**src/rtl/mem_arbiter.sv**
```systemverilog
// mem_arbiter: shares the single main-memory port between the I-cache
// (read-only) and the D-cache (read/write-back). One block transfer at a time;
// the losing side stays in busywait until it is served.
//
// Optional feature macro: ARB_ROUND_ROBIN_EN
//   defined   -> simultaneous requests go to the side not granted last
//   undefined -> fixed D-side priority (I side may starve)
//
// Ports:
//   clk, reset            clock, synchronous active-high reset
//   i_read, i_address     I-cache block read request
//   i_readdata            block returned to the I-cache (registered)
//   i_busywait            I-cache stall (combinational)
//   d_read, d_write       D-cache block read / write-back request
//   d_address             D-cache block address
//   d_writedata           D-cache write-back block
//   d_readdata            block returned to the D-cache (registered)
//   d_busywait            D-cache stall (combinational)
//   mem_read, mem_write   memory strobes (registered)
//   mem_address           memory address (registered)
//   mem_writedata         memory write data (registered)
//   mem_readdata          memory read data
//   mem_busywait          memory busy
module mem_arbiter #(
  parameter int unsigned ADDR_W = 6,
  parameter int unsigned DATA_W = 32
) (
  input  logic              clk,
  input  logic              reset,
  input  logic              i_read,
  input  logic [ADDR_W-1:0] i_address,
  output logic [DATA_W-1:0] i_readdata,
  output logic              i_busywait,
  input  logic              d_read,
  input  logic              d_write,
  input  logic [ADDR_W-1:0] d_address,
  input  logic [DATA_W-1:0] d_writedata,
  output logic [DATA_W-1:0] d_readdata,
  output logic              d_busywait,
  output logic              mem_read,
  output logic              mem_write,
  output logic [ADDR_W-1:0] mem_address,
  output logic [DATA_W-1:0] mem_writedata,
  input  logic [DATA_W-1:0] mem_readdata,
  input  logic              mem_busywait
);

  typedef enum logic [1:0] {
    S_IDLE    = 2'd0,
    S_GRANT   = 2'd1,
    S_RELEASE = 2'd2
  } state_t;

  state_t state;
  logic   gnt;     // 0 = I side owns the port, 1 = D side
  logic   first;   // first GRANT cycle: memory busywait not yet valid
  logic   i_req;
  logic   d_req;
  logic   pick_d;

  assign i_req = i_read;
  assign d_req = d_read | d_write;

`ifdef ARB_ROUND_ROBIN_EN
  logic last_d;    // side granted on the most recent IDLE->GRANT

  // On a tie, D wins only if I was granted last.
  assign pick_d = d_req & ~(i_req & last_d);
`else
  assign pick_d = d_req;
`endif

  // Owner is released only in the RELEASE cycle; otherwise a request stalls.
  assign i_busywait = i_req & ~((state == S_RELEASE) & ~gnt);
  assign d_busywait = d_req & ~((state == S_RELEASE) &  gnt);

  // Transfer sequencer with registered memory-side and read-data outputs.
  always_ff @(posedge clk) begin
    if (reset) begin
      state         <= S_IDLE;
      gnt           <= 1'b0;
      first         <= 1'b0;
      mem_read      <= 1'b0;
      mem_write     <= 1'b0;
      mem_address   <= '0;
      mem_writedata <= '0;
      i_readdata    <= '0;
      d_readdata    <= '0;
`ifdef ARB_ROUND_ROBIN_EN
      last_d        <= 1'b0;
`endif
    end else begin
      case (state)
        S_IDLE: begin
          if (i_req | d_req) begin
            gnt           <= pick_d;
            first         <= 1'b1;
            mem_address   <= pick_d ? d_address : i_address;
            mem_writedata <= pick_d ? d_writedata : '0;
            // A simultaneous D read+write is treated as a write.
            mem_write     <= pick_d & d_write;
            mem_read      <= ~(pick_d & d_write);
`ifdef ARB_ROUND_ROBIN_EN
            last_d        <= pick_d;
`endif
            state         <= S_GRANT;
          end
        end
        S_GRANT: begin
          first <= 1'b0;
          // Transfer runs to completion even if the owner drops its request.
          if (!first && !mem_busywait) begin
            if (mem_read) begin
              if (gnt) d_readdata <= mem_readdata;
              else     i_readdata <= mem_readdata;
            end
            mem_read  <= 1'b0;
            mem_write <= 1'b0;
            state     <= S_RELEASE;
          end
        end
        S_RELEASE: begin
          state <= S_IDLE;
        end
        default: begin
          state <= S_IDLE;
        end
      endcase
    end
  end

endmodule

```
**config.mk**
```make
export PLATFORM = sky130hd
export DESIGN_NAME = mem_arbiter
export DESIGN_NICKNAME = d
export VERILOG_FILES = /design/src/rtl/mem_arbiter.sv
export SDC_FILE = /design/constraint.sdc
export NUM_CORES = 1
export LEC_CHECK = 0
export ABC_CLOCK_PERIOD_IN_PS = 1500
export BUFFER_PORTS_ARGS = -buffer_cell sky130_fd_sc_hd__buf_4
export CAP_MARGIN = 10
export CORE_AREA = 2 2 121 123
export CTS_CLUSTER_SIZE = 16
export DETAILED_ROUTE_END_ITERATION = 8
export DIE_AREA = 0 0 123 125
export PLACE_DENSITY_LB_ADDON = 0.2
export SLEW_MARGIN = 20
export SYNTH_ARGS = -nofsm -noshare
export SYNTH_HDL_FRONTEND = slang
export SYNTH_SLANG_ARGS = --single-unit
```
**constraint.sdc**
```tcl
create_clock -name clk -period 1.5 [get_ports clk]
set_input_delay 0.3 -clock clk [delete_from_list [all_inputs] [get_ports clk]]
set_output_delay 0.3 -clock clk [all_outputs]
set_load 0.01 [all_outputs]
```
Yosys cells after proc, flatten, opt, wreduce, memory -nomap -nowiden
Index checks and enable logic that the tools add are counted.
{ "op_classes": {"n_eq_ne": 4, "muxes": 12, "n_bitwise": 11, "n_reduce_logical": 11} }
{ "ops": {"columns": ["cell", "count"], "rows": [
  ["32-bit 2-to-1 mux", 1],
  ["4-bit AND reduction", 2],
  ["6-bit 2-to-1 mux", 1],
  ["1-bit one-hot mux with 2 select lines", 3],
  ["2-bit AND reduction", 3],
  ["1-bit bitwise AND", 5],
  ["1-bit 2-to-1 mux", 4],
  ["2-bit 2-to-1 mux", 2],
  ["2-bit != test (second input constant)", 2],
  ["1-bit inverter", 4],
  ["2-bit one-hot mux with 2 select lines", 1],
  ["3-bit AND reduction", 1],
  ["2-bit by 1-bit == test with 1-bit output (second input constant)", 1],
  ["2-bit == test (second input constant)", 1],
  ["1-bit zero test", 2],
  ["2-bit zero test", 1],
  ["1-bit OR", 2],
  ["2-bit nonzero test", 1],
  ["1-bit logical AND", 1]
]} }
{ "word_totals": {"ff_bits": 108, "input_bits": 82, "output_inout_bits": 106, "wordCells": 47} }

Logic depth before layout (Yosys ltp)
Gate-level depths: netlist of the first run.
{ "logic_depth": {"depth_word": 5, "ltp_mapped": 6, "mapped_depth_nobuf": 3} }

Worst setup path before layout of the first run
Ideal clock, no wire load.
{ "synth_timing": {"kind": "in2reg", "start": "in i_read", "end": "reg mem_writedata[10]", "arrival_time_ns": 1.305, "required_ns": 1.441, "setup_slack_ns": 0.136, "cell_stages": 5, "path_buffers": 2, "cell_sequence": "or3_1 > buf_4 > a21oi_4 > buf_6 > a22o_1"} }
{ "synth_via": {"elab_chain_cells": 2} }
{ "synth_lines": {"columns": ["item", "line", "source"], "rows": [
  ["start, declared", "30", "input logic i_read,"],
  ["1-bit OR", "95", "if (i_req | d_req) begin"],
  ["2-bit AND reduction (no line)", null, null],
  ["end signal, assigned", "99", "mem_writedata <= pick_d ? d_writedata : '0;"],
  ["end, declared", "43", "output logic [DATA_W-1:0] mem_writedata,"]
]} }
No other way between the ends.
A chain may end at the register's enable or synchronous reset.

Final worst setup path of the first run
{ "layout_timing": {"start": "reg state[1]", "end": "out i_busywait"} }
{ "layout_via": {"elab_chain_cells": 4} }
{ "layout_lines": {"columns": ["item", "line", "source"], "rows": [
  ["start, declared", "54", "state_t state;"],
  ["start signal, assigned", "80", "state <= S_IDLE;"],
  ["start signal, assigned", "106", "state <= S_GRANT;"],
  ["start signal, assigned", "119", "state <= S_RELEASE;"],
  ["2-bit == test", "74", "assign i_busywait = i_req & ~((state == S_RELEASE) & ~gnt);"],
  ["1-bit bitwise AND", "74", null],
  ["1-bit inverter", "74", null],
  ["1-bit bitwise AND", "74", null],
  ["end, declared", "33", "output logic i_busywait,"]
]} }
No other way between the ends.

==> results of run 1 <==
## power breakdown
group / leakage, nW / switching [mW] / internal (mW) / total [mW]
Clock: 0.154 / 1.14 / 1.33 / 2.47
Sequential: 0.881 / 0.0798 / 2.99 / 3.07
Combinational: 1.90 / 0.378 / 0.527 / 0.905
## state kept, by name, summed over array words and instances, names as in the netlist
signal         flops
mem_writedata     32
i_readdata        32
mem_read           1
state              2
first              1
mem_address        6
d_readdata        32
mem_write          1
gnt                1
## cells by family after synthesis
kind of cell | share of synthesized area (%)
buffers and inverters | 5.05
flip-flops | 50.8
multiplexers | 15.0
AO/OA/AOI/OAI | 11.3
AND/OR/NAND/NOR | 17.9
## cell usage after synthesis
cell	instances
a211oi_1	2
a21bo_2	1
a21oi_1	8
a21oi_4	1
a22o_1	32
a311oi_1	6
a31oi_1	1
and2_1	2
and4bb_4	1
buf_12	2
buf_2	8
buf_4	2
buf_6	6
clkbuf_1	12
dfxtp_1	108
inv_1	2
mux2i_1	64
nand2_1	8
nand2b_1	96
nand3_1	1
nand3b_1	3
nand4bb_1	1
nor2_1	3
nor2_2	1
nor2b_1	1
nor3_1	1
nor4_2	1
o21ai_0	10
o31a_1	1
or3_1	2
or4b_2	1
## cell type report
type / instances / area, sq um
fill: 1382 / 7780
sequential: 108 / 2170
multi-input combinational: 248 / 1930
timing repair buffer: 217 / 1770
tap: 184 / 230
clock buffer: 9 / 225
clock inverter: 7 / 83.8
inverter: 2 / 10.0
## worst register-to-register path: stages (launching register included)
cell,delay (ns)
dfxtp_4,0.35
buf_6,0.12
nand4bb_4,0.18
or3_4,0.42
buf_12,0.18
mux2i_2,0.15
## metrics by stage
step,total power [mW],setup slack [ns],setup TNS [ns],area [sq um],util (%)
after global placement,3.98,-0.00553,-0.114,5940,41.8
after detailed placement,4.00,-0.0905,-1.13,5940,41.8
after floorplan,3.53,0.136,0,4260,-
after CTS,6.51,-0.0393,-0.153,6290,44.3
final,6.44,-0.0194,-0.0313,6420,45.2
after global routing,6.74,-0.0658,-0.771,6420,45.2
## worst min path at each step
stage                        end
6_report        mem_writedata[0]
5_1_grt        mem_writedata[24]
4_1_cts        mem_writedata[26]
3_5_place_dp   mem_writedata[19]
3_3_place_gp    mem_writedata[9]
2_1_floorplan  mem_writedata[10]
## timing repair
item / 4_1_cts / 5_1_grt
pin swaps: 1 / 0
cloned: 0 / 3
resized for setup: 8 / 9
setup endpoints to repair: 2 / 45
buffers inserted: 5 / 2
## per-layer routing
metal	routed length (microns)	vias to the layer above	GRT usage, %
met2	5930	101	24.6
li1	-	1739	-
met1	5010	1677	17.1
met5	0	-	0
met4	124	0	3.81
met3	795	9	5.79
==> impl_table.tex, run 1 <==
\begin{tabular}{lr}
\hline
Metric & Value \\
\hline
\multicolumn{2}{l}{\textbf{GRT}} \\
\quad Overall global routing resource usage & 14.6\% \\
\quad Overall overflow remaining after global route & 0 \\
\quad Maximum number of pins on one net before global-route repair & 62 \\
\quad Number of antenna violations at the first check in global routing & 0 \\
\quad Via count of the first global-routing pass & 3,479 \\
\quad First-pass GRT wire length & 17.6 mm \\
\multicolumn{2}{l}{\textbf{Status}} \\
\quad Violated checks & setup timing \\
\quad Status & finished, violations left \\
\multicolumn{2}{l}{\textbf{Critical path}} \\
\quad CP dominant cell by count & buf\_6 \\
\quad Reg2Reg Setup Slack & -0.01 ns \\
\quad Launching element type of the critical path & register \\
\quad CP Data Arrival Time & 1.22 ns \\
\quad Endpoint required time on the critical path & 1.20 ns \\
\quad Worst flop-to-flop path startpoint & state[1] \\
\quad Capturing point of the worst reg2reg path & i\_readdata[18] \\
\quad Critical path endpoint & i\_busywait \\
\quad Class of the most critical setup path & reg2out \\
\quad CP Depth & 4 \\
\quad Worst setup path startpoint & state[1] \\
\quad Family with the most delay on the worst path & flip-flops \\
\quad Crit-path slowest cell & dfxtp\_4 \\
\quad Slowest stage delay, CP & 0.36 ns \\
\quad Worst path cell trace & buf\_6 > inv\_4 > o31a\_1 > buf\_6 \\
\quad Crit end category & primary output \\
\quad CP max FO & 4 \\
\quad Number of buffer and inverter stages on the critical path & 3 \\
\quad Depth of the worst register-to-register path & 5 \\
\multicolumn{2}{l}{\textbf{Final layout}} \\
\quad Number of nets in the layout & 668 \\
\quad Finished Layout Cells & 775 \\
\quad Area Overhead vs Synth & 50.8\% \\
\quad Commonest cells after routing, fill and taps aside & 203 x buf\_4, 105 x dfxtp\_1, 96 x nand2b\_1 \\
\quad Number of diodes added for antenna fixing & 0 \\
\quad Share of layout cells above drive strength 1 & 42.1\% \\
\quad Leading cell type in the layout, fill and taps excluded & buf\_4 \\
\multicolumn{2}{l}{\textbf{Route}} \\
\quad DR iter-0 viols & 161 \\
\quad Number of vias in the routed layout & 3,526 \\
\quad Length of the first detailed-routing pass in iterations & 4 \\
\quad Antenna Nets Post-Route & 0 \\
\quad Detail-routed net length per standard cell & 15.3 microns \\
\quad DRC errors left & 0 \\
\quad Routed wire length & 11.9 mm \\
\quad Drt via density & 4.55 \\
\multicolumn{2}{l}{\textbf{Yosys}} \\
\quad Top area cells in the synthesized netlist & dfxtp\_1 51\%, mux2i\_1 15\%, nand2b\_1 14\%, a22o\_1 6.6\%, buf\_6 1.6\% \\
\quad Share of the synthesized area in the top cell type & 50.8\% \\
\quad Yosys warnings & 0 \\
\quad Cell area after technology mapping & 0.00426 sq mm \\
\quad Synthesized area per cell & 11.0 sq um \\
\quad Sequential-to-total area share from yosys stat & 50.8\% \\
\quad Post-synthesis cell type count & 31 \\
\quad Count of state elements after synthesis & 108 \\
\quad Largest area contributor in the synthesized netlist & dfxtp\_1 \\
\quad Synthesized netlist net count & 470 \\
\quad Number of cells produced by synthesis & 388 \\
\multicolumn{2}{l}{\textbf{Timing}} \\
\quad Max-slew violation count & 0 \\
\quad Worst-case hold slack & 0.161 ns \\
\quad Setup Viol. Count Final & 3 \\
\quad Pin slew with the least headroom to its limit & 0.353 ns \\
\quad Final number of hold-violating endpoints & 0 \\
\quad Setup skew after layout & 0.00470 ns \\
\quad RSZ-0062 raised after global routing & yes \\
\quad Final worst slack & -0.0194 ns \\
\quad Slew margin rel. & 76.5\% \\
\quad Post-route clock period utilization & 101\% \\
\quad FMAX & 0.658 GHz \\
\quad Clock period minus worst slack & 1.52 ns \\
\multicolumn{2}{l}{\textbf{Clocking}} \\
\quad Clock tree from TritonCTS & yes \\
\quad Sinks on the clock net & 108 \\
\quad H-tree depth reported by CTS & 3 \\
\quad Worst-skew pair later-pin latency & 0.35 ns \\
\quad Cts hold-fix bufs & 0 \\
\quad Clock transition at the registers of the reported paths & 0.07 ns \\
\quad Root buf cell & clkbuf\_16 \\
\quad Total CTS buffers & 9 \\
\quad Number of buffers between clock root and the deepest sink & 2 \\
\multicolumn{2}{l}{\textbf{Floorplan}} \\
\quad Chip Width & 123 microns \\
\quad Vertical die dimension & 125 microns \\
\quad Core Box Area & 0.0142 sq mm \\
\quad Initial Utilization & 30.0\% \\
\quad IO Count & 188 \\
\quad Num rows & 44 \\
\quad Area of the die & 0.0154 sq mm \\
\multicolumn{2}{l}{\textbf{Flow run}} \\
\quad Maxcap violations & 0 \\
\multicolumn{2}{l}{\textbf{Power and ir drop}} \\
\quad Cell area power density & 1000 mW/mm\^{}2 \\
\quad VDD IR-drop max & 551 uV \\
\quad Leakage power total & 2.94 nW \\
\multicolumn{2}{l}{\textbf{Hold path}} \\
\quad Min-Delay Path Class & in2reg \\
\quad Hold path start & d\_writedata[0] \\
\quad Count of cells along the worst hold path & 2 \\
\multicolumn{2}{l}{\textbf{Placed design}} \\
\quad Final GP Congestion & 0.754 \\
\quad \# placed instances & 751 \\
\quad Number of port buffers & 187 \\
\quad Total half-perimeter wirelength after legalization and detailed placement & 8.01 mm \\
\hline
\end{tabular}
(Power assumes the default switching activity.)
==> inputs of run 2 (changes only) <==
--- a/config.mk
+++ b/config.mk
@@ -5,13 +5,14 @@
 export SDC_FILE = /design/constraint.sdc
 export NUM_CORES = 1
 export LEC_CHECK = 0
+export ABC_AREA = 1
 export ABC_CLOCK_PERIOD_IN_PS = 1500
 export BUFFER_PORTS_ARGS = -buffer_cell sky130_fd_sc_hd__buf_4
 export CAP_MARGIN = 10
-export CORE_AREA = 2 2 121 123
+export CORE_AREA = 4 4 126 128
 export CTS_CLUSTER_SIZE = 16
 export DETAILED_ROUTE_END_ITERATION = 8
-export DIE_AREA = 0 0 123 125
+export DIE_AREA = 0 0 130 132
 export PLACE_DENSITY_LB_ADDON = 0.2
 export SLEW_MARGIN = 20
 export SYNTH_ARGS = -nofsm -noshare
==> run 2 against run 1 <==
The run now ends clean. Die area increased by 12%. Global-route usage is 1.0 points higher. Setup slack improved by 0.033 ns. Fmax up 2.2%. Critical path depth fell by 1. First-iteration DRC count grew 12%. Cell area grew 0.29%. Synthesized cell count is 65% higher. Cell count grew 31%. Sequential power barely moved. Total power is 1.1% lower. Critical path type unchanged.
==> impl_table.tex, run 2 <==
\begin{tabular}{lr}
\hline
Metric & Value \\
\hline
\multicolumn{2}{l}{\textbf{Timing}} \\
\quad Setup Viol. Count Final & 0 \\
\quad Final number of hold-violating endpoints & 0 \\
\quad Post-route clock period utilization & 99.1\% \\
\quad Pin slew with the least headroom to its limit & 0.293 ns \\
\quad FMAX & 0.673 GHz \\
\quad Final setup TNS & 0 ns \\
\quad Setup skew after layout & 0.00691 ns \\
\quad Max-slew violation count & 0 \\
\quad Slew margin rel. & 80.5\% \\
\quad Clock period minus worst slack & 1.49 ns \\
\quad RSZ-0062 raised after global routing & yes \\
\multicolumn{2}{l}{\textbf{Yosys}} \\
\quad Most common flop cell mapped by yosys & dfxtp\_1 \\
\quad Largest area contributor in the synthesized netlist & dfxtp\_1 \\
\quad Synthesized area per cell & 7.06 sq um \\
\quad Share of the synthesized area in the top cell type & 47.8\% \\
\quad Count of flip-flops with a built-in enable after synthesis & 0 \\
\quad Top area cells in the synthesized netlist & dfxtp\_1 48\%, nand2\_1 19\%, inv\_1 8.6\%, a21oi\_1 8.3\%, nand3\_1 3.9\% \\
\quad Post-synthesis cell type count & 18 \\
\quad Number of cells produced by synthesis & 641 \\
\quad Count of state elements after synthesis & 108 \\
\quad Fraction of registers with async set/reset & 0\% \\
\quad Yosys warnings & 0 \\
\quad Cell area after technology mapping & 0.00453 sq mm \\
\quad Synthesized netlist net count & 723 \\
\quad Most repeated cell in the gate-level netlist after synthesis & nand2\_1 \\
\quad Top cells by instance count after synthesis & 227 x nand2\_1, 108 x dfxtp\_1, 104 x inv\_1, 75 x a21oi\_1, 35 x nand3\_1 \\
\quad Sequential-to-total area share from yosys stat & 47.8\% \\
\multicolumn{2}{l}{\textbf{Floorplan}} \\
\quad Num rows & 45 \\
\quad Core Box Area & 0.0149 sq mm \\
\quad IO Count & 188 \\
\quad Initial Utilization & 30.5\% \\
\quad Chip Width & 130 microns \\
\quad Area of the die & 0.0172 sq mm \\
\quad Vertical die dimension & 132 microns \\
\multicolumn{2}{l}{\textbf{Status}} \\
\quad Status & complete, no violations \\
\multicolumn{2}{l}{\textbf{Final layout}} \\
\quad Area Overhead vs Synth & 42.3\% \\
\quad Area used by sequential logic in the layout & 0.00217 sq mm \\
\quad Combined area of the multi-input logic cells & 0.00171 sq mm \\
\quad Post-Route Utilization & 43.3\% \\
\quad Number of fill cells & 1,584 \\
\quad Leading cell type in the layout, fill and taps excluded & nand2\_1 \\
\quad Commonest cells after routing, fill and taps aside & 227 x nand2\_1, 195 x buf\_4, 105 x dfxtp\_1 \\
\quad Largest registers in the final layout & d\_readdata x32, i\_readdata x32, mem\_writedata x32 \\
\quad Share of layout cells above drive strength 1 & 29.7\% \\
\quad Finished layout cell area & 0.00644 sq mm \\
\quad Number of diodes added for antenna fixing & 0 \\
\quad Number of nets in the layout & 903 \\
\multicolumn{2}{l}{\textbf{Power and ir drop}} \\
\quad Leakage power total & 3.13 nW \\
\quad Part of the total power dissipated in sequential elements & 48.1\% \\
\quad VDD IR-drop max & 752 uV \\
\quad Total Power Consumption & 6.37 mW \\
\quad Internal power & 4.71 mW \\
\quad Part of the total power dissipated in combinational logic & 15.2\% \\
\quad Cell area power density & 990 mW/mm\^{}2 \\
\quad Sw Share & 26.1\% \\
\quad Switching Power & 1.66 mW \\
\quad Fraction of power consumed by the clock network & 36.7\% \\
\multicolumn{2}{l}{\textbf{Placed design}} \\
\quad Final GP Congestion & 0.742 \\
\quad Number of port buffers & 187 \\
\quad Total half-perimeter wirelength after legalization and detailed placement & 9.45 mm \\
\quad Post-DP Area & 0.00613 sq mm \\
\multicolumn{2}{l}{\textbf{Clocking}} \\
\quad Cts hold-fix bufs & 0 \\
\quad Sinks on the clock net & 108 \\
\quad Worst-skew pair later-pin latency & 0.35 ns \\
\quad Total CTS buffers & 9 \\
\quad H-tree depth reported by CTS & 3 \\
\quad Number of buffers between clock root and the deepest sink & 2 \\
\quad Clock transition at the registers of the reported paths & 0.07 ns \\
\quad Clock tree from TritonCTS & yes \\
\quad Root buf cell & clkbuf\_16 \\
\multicolumn{2}{l}{\textbf{Critical path}} \\
\quad Reg2Reg Setup Slack & 0.21 ns \\
\quad Crit end category & primary output \\
\quad Worst flop-to-flop path startpoint & state[0] \\
\quad CP Data Arrival Time & 1.19 ns \\
\quad Slowest stage delay, CP & 0.39 ns \\
\quad Capturing point of the worst reg2reg path & d\_readdata[30] \\
\quad Crit-path slowest cell & dfxtp\_4 \\
\quad Launching element type of the critical path & register \\
\quad Class of the most critical setup path & reg2out \\
\quad CP max FO & 6 \\
\quad Depth of the worst register-to-register path & 8 \\
\quad Endpoint required time on the critical path & 1.20 ns \\
\quad Worst path cell trace & o31ai\_4 > inv\_1 > buf\_4 \\
\multicolumn{2}{l}{\textbf{GRT}} \\
\quad Overall overflow remaining after global route & 0 \\
\quad Maximum number of pins on one net before global-route repair & 54 \\
\quad Overall global routing resource usage & 15.6\% \\
\quad Number of antenna violations at the first check in global routing & 0 \\
\quad Via count of the first global-routing pass & 4,358 \\
\quad First-pass GRT wire length & 21.4 mm \\
\multicolumn{2}{l}{\textbf{Hold path}} \\
\quad Hold path start & d\_writedata[19] \\
\quad Count of cells along the worst hold path & 3 \\
\quad End point of the most critical hold path & mem\_writedata[19] \\
\quad Min-Delay Path Class & in2reg \\
\multicolumn{2}{l}{\textbf{Route}} \\
\quad Number of vias in the routed layout & 4,326 \\
\quad Routed wire length & 13.4 mm \\
\quad Detail-routed net length per standard cell & 13.2 microns \\
\quad DRC errors left & 0 \\
\quad DR iter-0 viols & 181 \\
\quad Antenna Nets Post-Route & 0 \\
\quad Drt via density & 4.27 \\
\quad Length of the first detailed-routing pass in iterations & 4 \\
\multicolumn{2}{l}{\textbf{Flow run}} \\
\quad Maxcap violations & 0 \\
\hline
\end{tabular}
-- run 2: cell types whose count changed after synthesis, sizes merged, moves of 10 or more --
cell	delta
nand3	+34
inv	+106
nor2	+36
a21oi	+66
nand2b	-96
a22o	-32
nand2	+231
mux2i	-64
buf	+12
o21ai	-10
-- run 2: area by class of cell --
type	count	area share, %
clock inverter	2	0.272
tap	188	3.65
sequential	108	33.7
inverter	108	6.29
timing repair buffer	203	25.2
clock buffer	14	4.25
multi-input combinational	391	26.6
-- run 2: how the worst max path moves through the flow --
stage	cells after the start	slack (ns)	to	from
global route	3	-0.05	i_busywait	gnt
floorplan	8	0.33	d_readdata[13]	state[0]
CTS	3	0.004	i_busywait	gnt
finish	3	0.01	i_busywait	gnt
detailed placement	8	0.17	d_readdata[31]	mem_busywait
global placement	8	0.21	d_readdata[6]	mem_busywait
-- run 2: power groups by stage --
stage                     combinational, mW  clock, mW  sequential (mW)
after CTS                             0.989       2.46             3.06
after floorplan                       0.447          0             3.17
after global routing                   1.08       2.55             3.08
after global placement                0.988          0             3.12
final                                 0.969       2.34             3.06
after detailed placement              0.984          0             3.13
-- run 2: metrics by stage --
stage | hold slack (ns) | instances | worst slack (ns)
global route | 0.193 | 1014 | -0.0520
CTS | 0.187 | 1014 | 0.00405
global placement | 0.448 | 998 | 0.207
finish | 0.207 | 1014 | 0.0132
floorplan | 0.447 | 641 | 0.326
detailed placement | 0.452 | 998 | 0.175
-- run 2: timing repair --
action | 4_1_cts | 5_1_grt
gates cloned | 0 | 0
setup endpoints to repair | 2 | 2
buffers inserted | 0 | 0
pin swaps | 0 | 0
resized for setup | 5 | 2
-- run 2: logic make-up after synthesis --
logic type	share of synthesized area [%]
AND/OR/NAND/NOR	29.1
buffers and inverters	14.7
flip-flops	47.8
AO/OA/AOI/OAI	8.46
-- run 2: worst max-delay path: cells and delay by family (launching register included) --
family,cells,cell delay (ns)
flops,1,0.39
compound gates,1,0.25
buf+inv,2,0.21
-- run 2: metal layers --
layer  up-vias  wire [microns]  GRT usage (%)
li1       2270               -              -
met1      1886            5700           18.6
met2       159            5960           25.5
met3        11            1570           7.46
met4         0             123           3.46
met5         -               0              0
